`src/rtl/tw_rom_sched.sv`:
```
// tw_rom_sched: twiddle ROM bank pass sequencer.
// Runs an optional load pass (collect 2*LOAD_WORDS words, then write
// contiguous high-half and low-half bursts), followed by a read pass of
// STAGE_NUM stages x BURSTS bursts of BURST_LEN enabled cycles, each burst
// followed by GAP_LEN idle cycles. hold freezes the read pass; abort returns
// to IDLE with every output at its reset value.
// Optional macro TW_SCHED_PERF_EN builds the CEN-low cycle counter behind
// perf_rd_cycles; without it perf_rd_cycles is tied to zero.
// LOAD_WORDS must be a power of two and at least 2.
module tw_rom_sched #(
    parameter int SC_WIDTH   = 3,
    parameter int S_WIDTH    = 4,
    parameter int DW         = 64,
    parameter int LOAD_WORDS = 4,
    parameter int STAGE_NUM  = 3,
    parameter int BURST_LEN  = 16,
    parameter int BURSTS     = 4,
    parameter int GAP_LEN    = 2
) (
    input  logic                CLK,
    input  logic                rst,
    input  logic                start,
    input  logic                load_req,
    input  logic                hold,
    input  logic                abort,
    input  logic [DW-1:0]       tf_in,
    input  logic                tf_valid,
    output logic                tf_ready,
    output logic [DW-1:0]       horizontal_tf_out,
    output logic [1:0]          ROM7_w,
    output logic [SC_WIDTH-1:0] stage_counter,
    output logic                CEN,
    output logic [S_WIDTH-1:0]  state,
    output logic                busy,
    output logic                done,
    output logic [31:0]         perf_rd_cycles
);

    localparam int CNT_MAX_A = (BURST_LEN > GAP_LEN) ? BURST_LEN : GAP_LEN;
    localparam int CNT_MAX   = (CNT_MAX_A > 2 * LOAD_WORDS) ? CNT_MAX_A : 2 * LOAD_WORDS;
    localparam int CNT_W     = $clog2(CNT_MAX + 1);
    localparam int BST_W     = $clog2(BURSTS + 1);
    localparam int LW_W      = $clog2(LOAD_WORDS);

    localparam logic [CNT_W-1:0]    CNT_ZERO   = {CNT_W{1'b0}};
    localparam logic [CNT_W-1:0]    CNT_ONE    = {{(CNT_W-1){1'b0}}, 1'b1};
    localparam logic [CNT_W-1:0]    COL_LAST   = CNT_W'(2 * LOAD_WORDS - 1);
    localparam logic [CNT_W-1:0]    WR_LAST    = CNT_W'(LOAD_WORDS - 1);
    localparam logic [CNT_W-1:0]    RD_LAST    = CNT_W'(BURST_LEN - 1);
    localparam logic [CNT_W-1:0]    GAP_LAST   = CNT_W'(GAP_LEN - 1);
    localparam logic [BST_W-1:0]    BST_ZERO   = {BST_W{1'b0}};
    localparam logic [BST_W-1:0]    BST_ONE    = {{(BST_W-1){1'b0}}, 1'b1};
    localparam logic [BST_W-1:0]    BST_LAST   = BST_W'(BURSTS - 1);
    localparam logic [SC_WIDTH-1:0] SC_ZERO    = {SC_WIDTH{1'b0}};
    localparam logic [SC_WIDTH-1:0] SC_ONE     = {{(SC_WIDTH-1){1'b0}}, 1'b1};
    localparam logic [SC_WIDTH-1:0] SC_LAST    = SC_WIDTH'(STAGE_NUM - 1);
    localparam logic [S_WIDTH-1:0]  ST_NONE    = S_WIDTH'(4'd0);
    localparam logic [S_WIDTH-1:0]  ST_EVEN    = S_WIDTH'(4'd4);
    localparam logic [S_WIDTH-1:0]  ST_ODD     = S_WIDTH'(4'd6);

    typedef enum logic [2:0] {
        S_IDLE    = 3'd0,
        S_COLLECT = 3'd1,
        S_WR_HI   = 3'd2,
        S_WR_LO   = 3'd3,
        S_RD      = 3'd4,
        S_GAP     = 3'd5,
        S_DONE    = 3'd6
    } fsm_t;

    fsm_t                fsm_r, fsm_nx;
    logic [CNT_W-1:0]    cnt_r, cnt_nx;
    logic [BST_W-1:0]    burst_r, burst_nx;
    logic [SC_WIDTH-1:0] stage_r, stage_nx;
    logic                frozen_s;
    logic                accept_s;

    logic [DW-1:0]       hi_r [LOAD_WORDS];
    logic [DW-1:0]       lo_r [LOAD_WORDS];

    logic                tf_ready_r, tf_ready_nx;
    logic [DW-1:0]       hout_r, hout_nx;
    logic [1:0]          rom7_w_r, rom7_w_nx;
    logic                cen_r, cen_nx;
    logic [S_WIDTH-1:0]  state_r, state_nx;
    logic                busy_r, busy_nx;
    logic                done_r, done_nx;

    // Next-state and counter sequencing; abort overrides everything.
    always_comb begin
        fsm_nx   = fsm_r;
        cnt_nx   = cnt_r;
        burst_nx = burst_r;
        stage_nx = stage_r;
        frozen_s = 1'b0;
        accept_s = 1'b0;
        if (abort) begin
            fsm_nx   = S_IDLE;
            cnt_nx   = CNT_ZERO;
            burst_nx = BST_ZERO;
            stage_nx = SC_ZERO;
        end else begin
            case (fsm_r)
                S_IDLE: begin
                    cnt_nx   = CNT_ZERO;
                    burst_nx = BST_ZERO;
                    stage_nx = SC_ZERO;
                    if (start) begin
                        fsm_nx = load_req ? S_COLLECT : S_RD;
                    end else begin
                        fsm_nx = S_IDLE;
                    end
                end
                S_COLLECT: begin
                    accept_s = tf_valid & tf_ready_r;
                    if (accept_s && (cnt_r == COL_LAST)) begin
                        fsm_nx = S_WR_HI;
                        cnt_nx = CNT_ZERO;
                    end else if (accept_s) begin
                        cnt_nx = cnt_r + CNT_ONE;
                    end else begin
                        cnt_nx = cnt_r;
                    end
                end
                S_WR_HI: begin
                    if (cnt_r == WR_LAST) begin
                        fsm_nx = S_WR_LO;
                        cnt_nx = CNT_ZERO;
                    end else begin
                        cnt_nx = cnt_r + CNT_ONE;
                    end
                end
                S_WR_LO: begin
                    if (cnt_r == WR_LAST) begin
                        fsm_nx   = S_RD;
                        cnt_nx   = CNT_ZERO;
                        burst_nx = BST_ZERO;
                        stage_nx = SC_ZERO;
                    end else begin
                        cnt_nx = cnt_r + CNT_ONE;
                    end
                end
                S_RD: begin
                    if (hold) begin
                        frozen_s = 1'b1;
                    end else if (cnt_r == RD_LAST) begin
                        fsm_nx = S_GAP;
                        cnt_nx = CNT_ZERO;
                    end else begin
                        cnt_nx = cnt_r + CNT_ONE;
                    end
                end
                S_GAP: begin
                    if (hold) begin
                        frozen_s = 1'b1;
                    end else if (cnt_r != GAP_LAST) begin
                        cnt_nx = cnt_r + CNT_ONE;
                    end else if (burst_r != BST_LAST) begin
                        fsm_nx   = S_RD;
                        cnt_nx   = CNT_ZERO;
                        burst_nx = burst_r + BST_ONE;
                    end else if (stage_r != SC_LAST) begin
                        fsm_nx   = S_RD;
                        cnt_nx   = CNT_ZERO;
                        burst_nx = BST_ZERO;
                        stage_nx = stage_r + SC_ONE;
                    end else begin
                        fsm_nx   = S_DONE;
                        cnt_nx   = CNT_ZERO;
                        burst_nx = BST_ZERO;
                        stage_nx = SC_ZERO;
                    end
                end
                S_DONE: begin
                    fsm_nx = S_IDLE;
                end
                default: begin
                    fsm_nx   = S_IDLE;
                    cnt_nx   = CNT_ZERO;
                    burst_nx = BST_ZERO;
                    stage_nx = SC_ZERO;
                end
            endcase
        end
    end

    // Output values for the coming cycle, decoded from the next state.
    always_comb begin
        tf_ready_nx = (fsm_nx == S_COLLECT);
        busy_nx     = (fsm_nx != S_IDLE);
        done_nx     = (fsm_nx == S_DONE);
        rom7_w_nx   = 2'd0;
        hout_nx     = {DW{1'b0}};
        cen_nx      = 1'b1;
        state_nx    = ST_NONE;
        case (fsm_nx)
            S_WR_HI: begin
                rom7_w_nx = 2'd1;
                hout_nx   = hi_r[cnt_nx[LW_W-1:0]];
            end
            S_WR_LO: begin
                rom7_w_nx = 2'd2;
                hout_nx   = lo_r[cnt_nx[LW_W-1:0]];
            end
            default: begin
                rom7_w_nx = 2'd0;
                hout_nx   = {DW{1'b0}};
            end
        endcase
        if (frozen_s) begin
            cen_nx   = 1'b1;
            state_nx = state_r;
        end else if (fsm_nx == S_RD) begin
            cen_nx   = 1'b0;
            state_nx = burst_nx[0] ? ST_ODD : ST_EVEN;
        end else begin
            cen_nx   = 1'b1;
            state_nx = ST_NONE;
        end
    end

    // FSM, counters and registered outputs.
    always_ff @(posedge CLK or posedge rst) begin
        if (rst) begin
            fsm_r      <= S_IDLE;
            cnt_r      <= CNT_ZERO;
            burst_r    <= BST_ZERO;
            stage_r    <= SC_ZERO;
            tf_ready_r <= 1'b0;
            hout_r     <= {DW{1'b0}};
            rom7_w_r   <= 2'd0;
            cen_r      <= 1'b1;
            state_r    <= ST_NONE;
            busy_r     <= 1'b0;
            done_r     <= 1'b0;
        end else begin
            fsm_r      <= fsm_nx;
            cnt_r      <= cnt_nx;
            burst_r    <= burst_nx;
            stage_r    <= stage_nx;
            tf_ready_r <= tf_ready_nx;
            hout_r     <= hout_nx;
            rom7_w_r   <= rom7_w_nx;
            cen_r      <= cen_nx;
            state_r    <= state_nx;
            busy_r     <= busy_nx;
            done_r     <= done_nx;
        end
    end

    // Collect buffer: even accepts fill hi[], odd accepts fill lo[]; abort discards it.
    always_ff @(posedge CLK or posedge rst) begin
        if (rst) begin
            for (int i = 0; i < LOAD_WORDS; i++) begin
                hi_r[i] <= {DW{1'b0}};
                lo_r[i] <= {DW{1'b0}};
            end
        end else if (abort) begin
            for (int i = 0; i < LOAD_WORDS; i++) begin
                hi_r[i] <= {DW{1'b0}};
                lo_r[i] <= {DW{1'b0}};
            end
        end else if (accept_s && cnt_r[0]) begin
            lo_r[cnt_r[LW_W:1]] <= tf_in;
        end else if (accept_s) begin
            hi_r[cnt_r[LW_W:1]] <= tf_in;
        end else begin
            hi_r <= hi_r;
            lo_r <= lo_r;
        end
    end

    assign tf_ready          = tf_ready_r;
    assign horizontal_tf_out = hout_r;
    assign ROM7_w            = rom7_w_r;
    assign stage_counter     = stage_r;
    assign CEN               = cen_r;
    assign state             = state_r;
    assign busy              = busy_r;
    assign done              = done_r;

`ifdef TW_SCHED_PERF_EN
    logic [31:0] perf_r;
    logic        start_acc_s;

    assign start_acc_s = (fsm_r == S_IDLE) & start & ~abort;

    // Saturating count of CEN-low cycles; restarts with each accepted start.
    always_ff @(posedge CLK or posedge rst) begin
        if (rst) begin
            perf_r <= 32'd0;
        end else if (abort) begin
            perf_r <= 32'd0;
        end else if (start_acc_s) begin
            perf_r <= {31'd0, ~cen_nx};
        end else if (!cen_nx && (perf_r != 32'hFFFF_FFFF)) begin
            perf_r <= perf_r + 32'd1;
        end else begin
            perf_r <= perf_r;
        end
    end

    assign perf_rd_cycles = perf_r;
`else
    assign perf_rd_cycles = 32'd0;
`endif

endmodule

```
`config.mk`:
```
export PLATFORM = sky130hd
export DESIGN_NAME = tw_rom_sched
export DESIGN_NICKNAME = d
export VERILOG_FILES = /design/src/rtl/tw_rom_sched.sv
export SDC_FILE = /design/constraint.sdc
export NUM_CORES = 1
export LEC_CHECK = 0
export ABC_AREA = 1
export BUFFER_PORTS_ARGS = -buffer_cell sky130_fd_sc_hd__buf_2
export CORE_MARGIN = 3
export CORE_UTILIZATION = 51
export CTS_CLUSTER_DIAMETER = 40
export CTS_CLUSTER_SIZE = 30
export DETAILED_ROUTE_END_ITERATION = 10
export MAX_ROUTING_LAYER = met4
export PLACE_DENSITY = 0.75
export SYNTH_ARGS = -nofsm -noshare
export SYNTH_HDL_FRONTEND = slang
export SYNTH_SLANG_ARGS = --single-unit
```
`constraint.sdc`:
```
create_clock -name CLK -period 20.7 [get_ports CLK]
set_input_delay 1.035 -clock CLK [delete_from_list [all_inputs] [get_ports CLK]]
set_output_delay 1.035 -clock CLK [all_outputs]
set_load 0.02 [all_outputs]
```
==> results.json <==
{
  "crit_path_max_incr_delay_ns": 0.94,
  "r2r-start": "cnt_r[0]",
  "period_share_pct": 27.4,
  "most-common-layout-cells": "nand2_1 (1358), dfrtp_1 (597), nand3_1 (573)",
  "period_needed_ns": 5.67,
  "path_clk_slew_ns": 0.06,
  "cp-start-kind": "flip-flop",
  "slew_headroom_pct": 20.0,
  "stdcell_area_sq_um": 32900,
  "grt_usage_pct": 31.6,
  "peakVddDrop_mv": 0.0582,
  "crit_path_end_kind": "flip-flop",
  "die-height_um": 245,
  "core_area_sq_um": 56500,
  "outcome": "finished, final reports clean",
  "setup_viol": 0,
  "fin_tns_setup_ns": 0,
  "cts_tree": "built",
  "p_leak_uw": 0.0159,
  "fin_nets": 3967,
  "place_area_sq_um": 30000,
  "io_pins": 180,
  "dieArea_sq_um": 60200,
  "hpwl_um": 48100,
  "cts_max_level": 3,
  "yosysSeqAreaShare_pct": 51.2,
  "diodes": 0,
  "hold_buffers": 0,
  "synth_seq_cells": 598,
  "synthToLayoutAreaGrowth_pct": 12.6,
  "reg2reg_depth": 18,
  "fin_hold_ws_ns": 0.467,
  "ant_nets": 0,
  "globalRoute.totalOverflow": 0,
  "required_ns": 21.26,
  "crit_fanout": 164,
  "antenna_found_initial": 1,
  "hold_viol": 0,
  "num_vias": 26700,
  "clk_latency_ns": 0.64,
  "grt_pass1_vias": 26300,
  "cts_sinks": 598,
  "synth.cell_area_sq_um": 29200,
  "final_max_slew_viol_count": 0,
  "drive_above_1_share_pct": 9.39,
  "ys_types": 32,
  "hold_start": "lo_r[65]",
  "drc_errors": 0,
  "path_cells": "ha_1 -> nand2_1 -> nor2_1 -> ha_1 -> inv_1 -> o21ai_1 -> nand2_1 -> nand2_2 -> buf_4 -> nand2_8 -> buf_4 -> clkinv_2 -> buf_4 -> nand2_1 -> nand2_1 -> nand2_1 -> nand3_1 -> nand2_1",
  "max_freq_ghz": 0.176,
  "num_rows": 87,
  "worstHoldPathType": "flip-flop to flip-flop",
  "path_class": "flip-flop to flip-flop",
  "ys.warnings.count": 0,
  "start_util_pct": 51.7,
  "cts_buffer_depth": 3,
  "wirelength_um": 91800,
  "routedWlPerCell_um": 19.5,
  "fin_worst_skew_ns": 0.0351,
  "path_common_cell": "nand2_1",
  "min_path_cells": 2,
  "drtIter0Drc": 3111,
  "cts_resized": 0,
  "cp_num_buf_inv": 5,
  "crit_slowest_cell": "buf_4",
  "cp_top_family": "buffers and inverters",
  "synth_cells": 3893,
  "grt_pass1_wl_um": 146000,
  "cts_buffers": 82,
  "die_w_um": 245,
  "rsz0062_at_grt": "no",
  "r2r_slack_ns": 15.03,
  "gp_congestion": 0.839,
  "io_buffers": 145,
  "dr.pass1.iters": 6,
  "final_common_cell": "nand2_1",
  "cts_root_buf": "clkbuf_16",
  "syn_area_per_cell_sq_um": 7.51,
  "worst_pin_slew_ns": 1.20,
  "cap_violations": 0,
  "grt_max_degree": 165,
  "hold-path-endpoint": "lo_r[65]",
  "viasPerCell": 5.67,
  "arrival_ns": 6.23,
  "p_per_area_nw_per_um2": 85.7,
  "post_cts_buffers": 0,
  "rr_endpoint": "horizontal_tf_out[1]"
}
## metrics by stage
| step | power (uW) | utilization (%) | std cells | setup WS (ns) |
|---|---|---|---|---|
| 4_1_cts | 2830 | 58.2 | 4716 | 15.17 |
| 2_1_floorplan | 1320 | - | 3926 | 2.93 |
| 3_5_place_dp | 1370 | 53.1 | 4563 | 14.71 |
| 5_1_grt | 2900 | 58.2 | 4716 | 14.75 |
| 6_report | 2820 | 58.2 | 4716 | 15.03 |
| 3_3_place_gp | 1370 | 53.1 | 4563 | 14.80 |
## worst max path at each step
stage / start / endpoint / slack (ns) / depth (start not counted)
after floorplan: rst / ROM7_w[0] / 2.93 / 1
after detailed placement: tf_valid / horizontal_tf_out[5] / 14.71 / 17
after global placement: tf_valid / horizontal_tf_out[9] / 14.80 / 17
after CTS: cnt_r[0] / horizontal_tf_out[1] / 15.17 / 18
final: cnt_r[0] / horizontal_tf_out[1] / 15.03 / 18
after global routing: cnt_r[0] / horizontal_tf_out[61] / 14.75 / 18
## cells by family (layout without fill, tap and decap cells)
kind of cell,after synthesis,after routing,synth area share [%]
simple gates,2116,2116,30.1
buf+inv,673,707,9.76
flops,598,598,51.2
compound gates,496,496,8.61
fa+ha+maj,5,5,0.214
xor+xnor,4,4,0.120
other cells,1,34,0.0128
## synth_stat cells, drive strengths merged
master     n  area share [%]
a31oi      2           0.043
buf      139             2.9
nand2   1363              18
clkbuf   166             2.1
o21ai    479             8.3
a21oi      9            0.15
inv      368             4.7
xnor2      1           0.030
nor3b      1           0.026
ha         5            0.21
nor3       7            0.12
dfrtp    597              51
xor2       3           0.090
nor2     154             2.1
nand3b    11            0.28
o22ai      3           0.064
nand4      7            0.15
dfstp      1           0.090
o21a       2           0.051
conb       1           0.013
nand3    573             9.8
a22oi      1           0.026
## power breakdown
part | switching, uW | internal (uW)
clock network | 578 | 890
logic | 143 | 32.9
registers | 2.16 | 1170
## per-layer routing
layer	vias up	share of wire (%)	global-route usage [%]
li1	12300	-	-
met1	12800	41	41.6
met2	1370	46	49.0
met3	268	9.5	5.14
met4	0	3.8	13.0
met5	-	0	-
## layout make-up
type | count | area [sq um]
flip-flops and latches | 598 | 15000
clock buffers | 94 | 2190
multi-input cells | 2655 | 11600
repair buffers | 186 | 1050
fillers | 5082 | 23600
clock inverters | 59 | 698
inverters | 368 | 1410
well taps | 756 | 946
## flip-flops by register name, summed over array words and instances, names as in the netlist
signal,count
busy,1
hi_r,256
done,1
horizontal_tf_out,64
CEN,1
stage_counter,3
ROM7_w,2
lo_r,256
burst_r,3
state,2
tf_ready,1
fsm_r,3
cnt_r,5
## tightest hold or removal path, delay by kind of cell, from the launching register on
kind	cells	cell delay [ns]
simple gates	2	0.09
flops	1	0.34
Power figures use the tool's default switching activity.
